### config.mk
export PLATFORM = sky130hd
export DESIGN_NAME = screen_scanner
export DESIGN_NICKNAME = d
export VERILOG_FILES = /design/src/rtl/screen_scanner.sv
export SDC_FILE = /design/constraint.sdc
export NUM_CORES = 1
export LEC_CHECK = 0
export ABC_AREA = 1
export BUFFER_PORTS_ARGS = -buffer_cell sky130_fd_sc_hd__buf_4
export CAP_MARGIN = 10
export CORE_MARGIN = 10
export CORE_UTILIZATION = 30
export DETAILED_ROUTE_END_ITERATION = 12
export PLACE_DENSITY = 0.53
export SLEW_MARGIN = 20
export SYNTH_ARGS = -nofsm -noshare
export SYNTH_HDL_FRONTEND = slang
export SYNTH_SLANG_ARGS = --single-unit
### constraint.sdc
create_clock -name clock -period 8.8 [get_ports clock]
set_clock_uncertainty 0.1 [all_clocks]
set_input_delay 0.44 -clock clock [delete_from_list [all_inputs] [get_ports clock]]
set_output_delay 0.44 -clock clock [all_outputs]
set_load 0.05 [all_outputs]
### src/rtl/screen_scanner.sv
// Raster scanner for the 512x256 memory-mapped screen: generates sync timing,
// prefetches one screen word per 16 pixels on the RAM read port and shifts
// pixels out LSB-first.
module screen_scanner #(
  parameter int unsigned H_FRONT = 16,
  parameter int unsigned H_SYNC  = 64,
  parameter int unsigned H_BACK  = 48,
  parameter int unsigned V_FRONT = 4,
  parameter int unsigned V_SYNC  = 2,
  parameter int unsigned V_BACK  = 26
) (
  input  logic        clock,
  input  logic        reset,
  input  logic        enable,
  output logic        scr_rd,
  output logic [12:0] scr_addr,
  input  logic [15:0] scr_data,
  output logic        pixel,
  output logic        hsync_n,
  output logic        vsync_n,
  output logic        frame_start,
  output logic        busy
);

  localparam int unsigned H_ACTIVE = 512;
  localparam int unsigned V_ACTIVE = 256;
  localparam int unsigned H_TOTAL  = H_ACTIVE + H_FRONT + H_SYNC + H_BACK;
  localparam int unsigned V_TOTAL  = V_ACTIVE + V_FRONT + V_SYNC + V_BACK;
  localparam int unsigned HW       = $clog2(H_TOTAL);
  localparam int unsigned VW       = $clog2(V_TOTAL);
  localparam int unsigned HS_BEG   = H_ACTIVE + H_FRONT;
  localparam int unsigned HS_END   = HS_BEG + H_SYNC;
  localparam int unsigned VS_BEG   = V_ACTIVE + V_FRONT;
  localparam int unsigned VS_END   = VS_BEG + V_SYNC;

  localparam logic [1:0] ST_STOPPED = 2'd0;
  localparam logic [1:0] ST_RUN     = 2'd1;
  localparam logic [1:0] ST_DRAIN   = 2'd2;

  logic [1:0]    state, state_nx;
  logic [HW-1:0] h, h_nx;
  logic [VW-1:0] v, v_nx, v_after;
  logic          h_last, v_last;
  logic          line_fetch, wrap_fetch, fetch_c;
  logic [12:0]   fetch_addr_c;
  logic [4:0]    fetch_col;
  logic          running, active, load, pix_src;
  logic [15:0]   shifter, shifter_nx, word_q;
  logic          rd_d;

  assign h_last = (h == HW'(H_TOTAL - 1));
  assign v_last = (v == VW'(V_TOTAL - 1));

  // State and raster counter register
  always_ff @(posedge clock) begin
    if (!reset) begin
      state <= ST_STOPPED;
      h     <= '0;
      v     <= VW'(V_ACTIVE);
    end else begin
      state <= state_nx;
      h     <= h_nx;
      v     <= v_nx;
    end
  end

  // Next state and counter advance; DRAIN finishes the frame before stopping
  always_comb begin
    state_nx = state;
    h_nx     = h;
    v_nx     = v;
    case (state)
      ST_STOPPED: begin
        h_nx = '0;
        v_nx = VW'(V_ACTIVE);
        if (enable) state_nx = ST_RUN;
      end
      ST_RUN, ST_DRAIN: begin
        if (h_last) begin
          h_nx = '0;
          v_nx = v_last ? '0 : v + VW'(1);
        end else begin
          h_nx = h + HW'(1);
        end
        if (state == ST_RUN && !enable) begin
          state_nx = ST_DRAIN;
        end else if (state == ST_DRAIN && enable) begin
          state_nx = ST_RUN;
        end else if (state == ST_DRAIN && h_last && v_last) begin
          state_nx = ST_STOPPED;
          h_nx     = '0;
          v_nx     = VW'(V_ACTIVE);
        end
      end
      default: begin
        state_nx = ST_STOPPED;
        h_nx     = '0;
        v_nx     = VW'(V_ACTIVE);
      end
    endcase
  end

  // Fetch decision for the next counter position so the strobe register lines up with it
  always_comb begin
    v_after      = (v_nx == VW'(V_TOTAL - 1)) ? '0 : v_nx + VW'(1);
    fetch_col    = 5'((h_nx + HW'(2)) >> 4);
    line_fetch   = (v_nx < VW'(V_ACTIVE)) && (h_nx[3:0] == 4'hE) &&
                   (h_nx < HW'(H_ACTIVE - 16));
    wrap_fetch   = (h_nx == HW'(H_TOTAL - 2)) && (v_after < VW'(V_ACTIVE));
    fetch_c      = (state_nx != ST_STOPPED) && (line_fetch || wrap_fetch);
    fetch_addr_c = wrap_fetch ? {v_after[7:0], 5'd0} : {v_nx[7:0], fetch_col};
  end

  // Pixel source: fresh word at each 16-column boundary, otherwise the shifter
  always_comb begin
    running    = (state != ST_STOPPED);
    active     = (h < HW'(H_ACTIVE)) && (v < VW'(V_ACTIVE));
    load       = active && (h[3:0] == 4'h0);
    pix_src    = load ? word_q[0] : shifter[0];
    shifter_nx = load ? {1'b0, word_q[15:1]} : {1'b0, shifter[15:1]};
  end

  // Screen RAM read port and returned-word capture
  always_ff @(posedge clock) begin
    if (!reset) begin
      scr_rd   <= 1'b0;
      scr_addr <= '0;
      rd_d     <= 1'b0;
      word_q   <= '0;
    end else begin
      scr_rd <= fetch_c;
      if (fetch_c) scr_addr <= fetch_addr_c;
      rd_d <= scr_rd;
      if (rd_d) word_q <= scr_data;
    end
  end

  // Video outputs, one clock behind the counters
  always_ff @(posedge clock) begin
    if (!reset) begin
      shifter     <= '0;
      pixel       <= 1'b0;
      hsync_n     <= 1'b1;
      vsync_n     <= 1'b1;
      frame_start <= 1'b0;
      busy        <= 1'b0;
    end else begin
      shifter     <= shifter_nx;
      pixel       <= running && active && pix_src;
      hsync_n     <= !(running && (32'(h) >= HS_BEG) && (32'(h) < HS_END));
      vsync_n     <= !(running && (32'(v) >= VS_BEG) && (32'(v) < VS_END));
      frame_start <= running && (h == '0) && (v == '0);
      busy        <= (state_nx != ST_STOPPED);
    end
  end

endmodule
==> results by group <==
Clock tree
  – CTS tree: built
  – CTS resizes: 0
  – H-tree Lvls: 3
  – Clock Pin Slew Worst Setup and Hold Paths: 0.06 ns
  – CTS root buf: clkbuf_16
  – Post-CTS Setup Inserts: 0
  – Cts hold-fix bufs: 0
  – Clk Latency, worst-skew pair: 0.34 ns
  – Num CTS Buffers: 9
  – Clock sink count: 72
  – CTS Buffer Depth: 2

STA
  – RSZ-0062 raised after global routing: no
  – Max Fclk: 297.3 MHz
  – Worst slew pin tran: 0.5979 ns
  – Worst slew margin: 0.6014
  – Slew Viols, Final: 0
  – WHS: 0.2195 ns
  – Setup TNS: 0 ns
  – Period utilization: 0.3822
  – Final hold viol count: 0
  – Minimum clock period after layout: 3.364 ns
  – Setup-failing EPs final: 0

Route
  – DRT iter0 DRCs: 184
  – DRC: 0
  – Routed vias/inst: 4.622
  – Post-Route WL: 9070 um
  – Drt pass-1 iters: 4
  – Routed Antenna Nets: 0
  – Routed WL per cell: 12.27 um
  – Vias post-DR: 3416

GRT
  – First-pass GRT wire length: 15600 um
  – Initial antenna violation count: 0
  – Pin count of the biggest net entering global routing: 43
  – Gr ovfl total: 0
  – Vias in the first global route: 3318
  – GR Util All Layers: 0.1131

Logic synthesis
  – Synthesized area per cell: 6.637 um2
  – YS warnings: 0
  – Compound-Gate Fraction of Synth Area: 0.08690
  – Area leader, netlist: dfxtp_1
  – Synth async-reset ratio: 0
  – Register area share after synthesis: 0.3941
  – Mux contribution to synthesized area: 0
  – Synth top area cells: dfxtp_1, nor2_1, nand2_1, o21ai_0, inv_1
  – Synth Instances: 551
  – Yosys reg bits: 72
  – Syn Std Cell Area: 3657 um2
  – EDFF count, synth: 0
  – Synth Area in Adders: 0.03079
  – Largest family of logic cells by synthesized area: simple AND/OR/NAND/NOR gates
  – Most numerous cell in the Yosys netlist: nor2_1
  – Top-area cell type share of the netlist area: 0.3941
  – Simple-gate share of the synthesized area: 0.3914
  – Synthesized Nets: 579
  – Prevailing post-synth register cell: dfxtp_1
  – Post-synthesis xor/xnor area fraction: 0.01676
  – Most common library cells after synthesis: nor2_1, nand2_1, dfxtp_1
  – Distinct cells, synth: 27

Finish
  – Nets: 615
  – P&R area growth vs syn: 19.23%
  – # diodes: 0
  – Fin util: 0.3645
  – Layout Cells excl Fill: 739
  – Ratio of cells with drive above 1 in the final layout: 0.1216
  – Fillers: 1262

Floorplan
  – Initial Util: 0.3058
  – I/O pin count: 38
  – Die ar.: 17010 um2
  – Die width: 130.4 um
  – Die height: 130.4 um
  – Site row count: 40
  – Core area: 11960 um2

Placed design
  – Placed Instances: 723
  – GP Congestion: 0.8456
  – Port Buf Inserts: 37
  – Post-DP HPWL: 6528 um

Job
  – Max Cap Viol: 0

Power and ir drop
  – Total power: 730.8 uW
  – Cell area power density: 167.6 nW/um2
  – LEAKAGE: 0.002020 uW
  – Worst VDD drop: 0.0001029 V

Critical path
  – Worst setup SP type: register
  – Crit path max fanout: 15
  – Crit path kind: reg -> reg
  – Worst EP arrival: 3.50 ns
  – Critical path required time: 8.93 ns
  – CP endpoint kind: register

Min path
  – HP Class: in -> reg

Status
  – Outcome: complete, no violations
==> state kept, by name, indices dropped and copies added, names as in the netlist, 2 cells and up <==
register	count
v	9
word_q	16
state	2
scr_addr	13
h	10
shifter	15
==> cell usage in the layout (no fill, tap or decap), drive strengths merged <==
cell type / count
buf: 39
dfxtp: 72
ha: 9
clkinvlp: 1
a21oi: 8
nand3: 43
inv: 58
nand3b: 4
o21ai: 48
nand2: 126
nor3: 6
xor2: 7
clkbuf: 10
clkinv: 5
o211ai: 2
nand4: 11
a22oi: 1
nor2: 141
bufinv: 1
==> final timing paths <==
path	endpoint	startpoint	cells past startpoint	slack, ns
hold / removal	word_q[3]$_SDFFE_PN0P_	scr_data[3]	3	0.22
hold reg to reg	shifter[14]$_SDFF_PN0_	word_q[15]$_SDFFE_PN0P_	2	0.35
setup reg to reg	scr_addr[0]$_SDFFE_PN0P_	state[0]$_SDFF_PN0_	14	5.44
setup / recovery	scr_addr[0]$_SDFFE_PN0P_	state[0]$_SDFF_PN0_	14	5.44
==> routing by layer <==
| layer | vias to the layer above | global-route usage | part of all wire |
|---|---|---|---|
| li1 | 1814 | - | - |
| met1 | 1532 | 0.1353 | 0.46 |
| met2 | 59 | 0.1904 | 0.48 |
| met3 | 11 | 0.03787 | 0.050 |
| met4 | 0 | 0.02943 | 0.0098 |
| met5 | - | 0 | 0 |
==> per-stage QoR <==
stage | cell area, um2 | worst slack (ns)
floorplan | 3657 | 5.968
global route | 4360 | 5.078
finish | 4360 | 5.436
CTS | 4360 | 5.440
detailed placement | 4063 | 5.449
global placement | 4063 | 5.561
==> kinds of logic (layout without fill, tap and decap cells) <==
kind of cell | after synthesis | count (layout)
XOR/XNOR | 7 | 7
flip-flops | 72 | 72
buffers and inverters | 73 | 114
AO/OA/AOI/OAI | 59 | 59
adder cells (fa/ha/maj) | 9 | 9
AND/OR/NAND/NOR | 331 | 331
==> final cells by class <==
cell class,count,area (um2),share of cell area
Multi-Input combinational cell,406,1923,0.4410
Sequential cell,72,1441,0.3306
Timing Repair Buffer,39,292.8,0.06714
Clock buffer,10,229.0,0.05251
Inverter,59,221.5,0.05079
Tap cell,147,183.9,0.04218
Clock inverter,6,68.82,0.01578
==> where the power goes <==
group / switching (uW) / internal [uW]
sequential: 1.75 / 328
combinational: 23.9 / 12.4
clock: 144 / 221
==> critical path, stage by stage, from the launching register on <==
cell	delay, ns
dfxtp_1	0.40
inv_1	0.09
ha_1	0.67
nand3_1	0.25
inv_1	0.19
ha_1	0.22
nand3_1	0.13
nor2_4	0.17
nand4_1	0.14
nand3_2	0.16
nand2_4	0.13
a21oi_4	0.36
nand2_1	0.10
nand2_1	0.08
nor2_1	0.04
No activity file was read; power rests on OpenSTA's default activity.
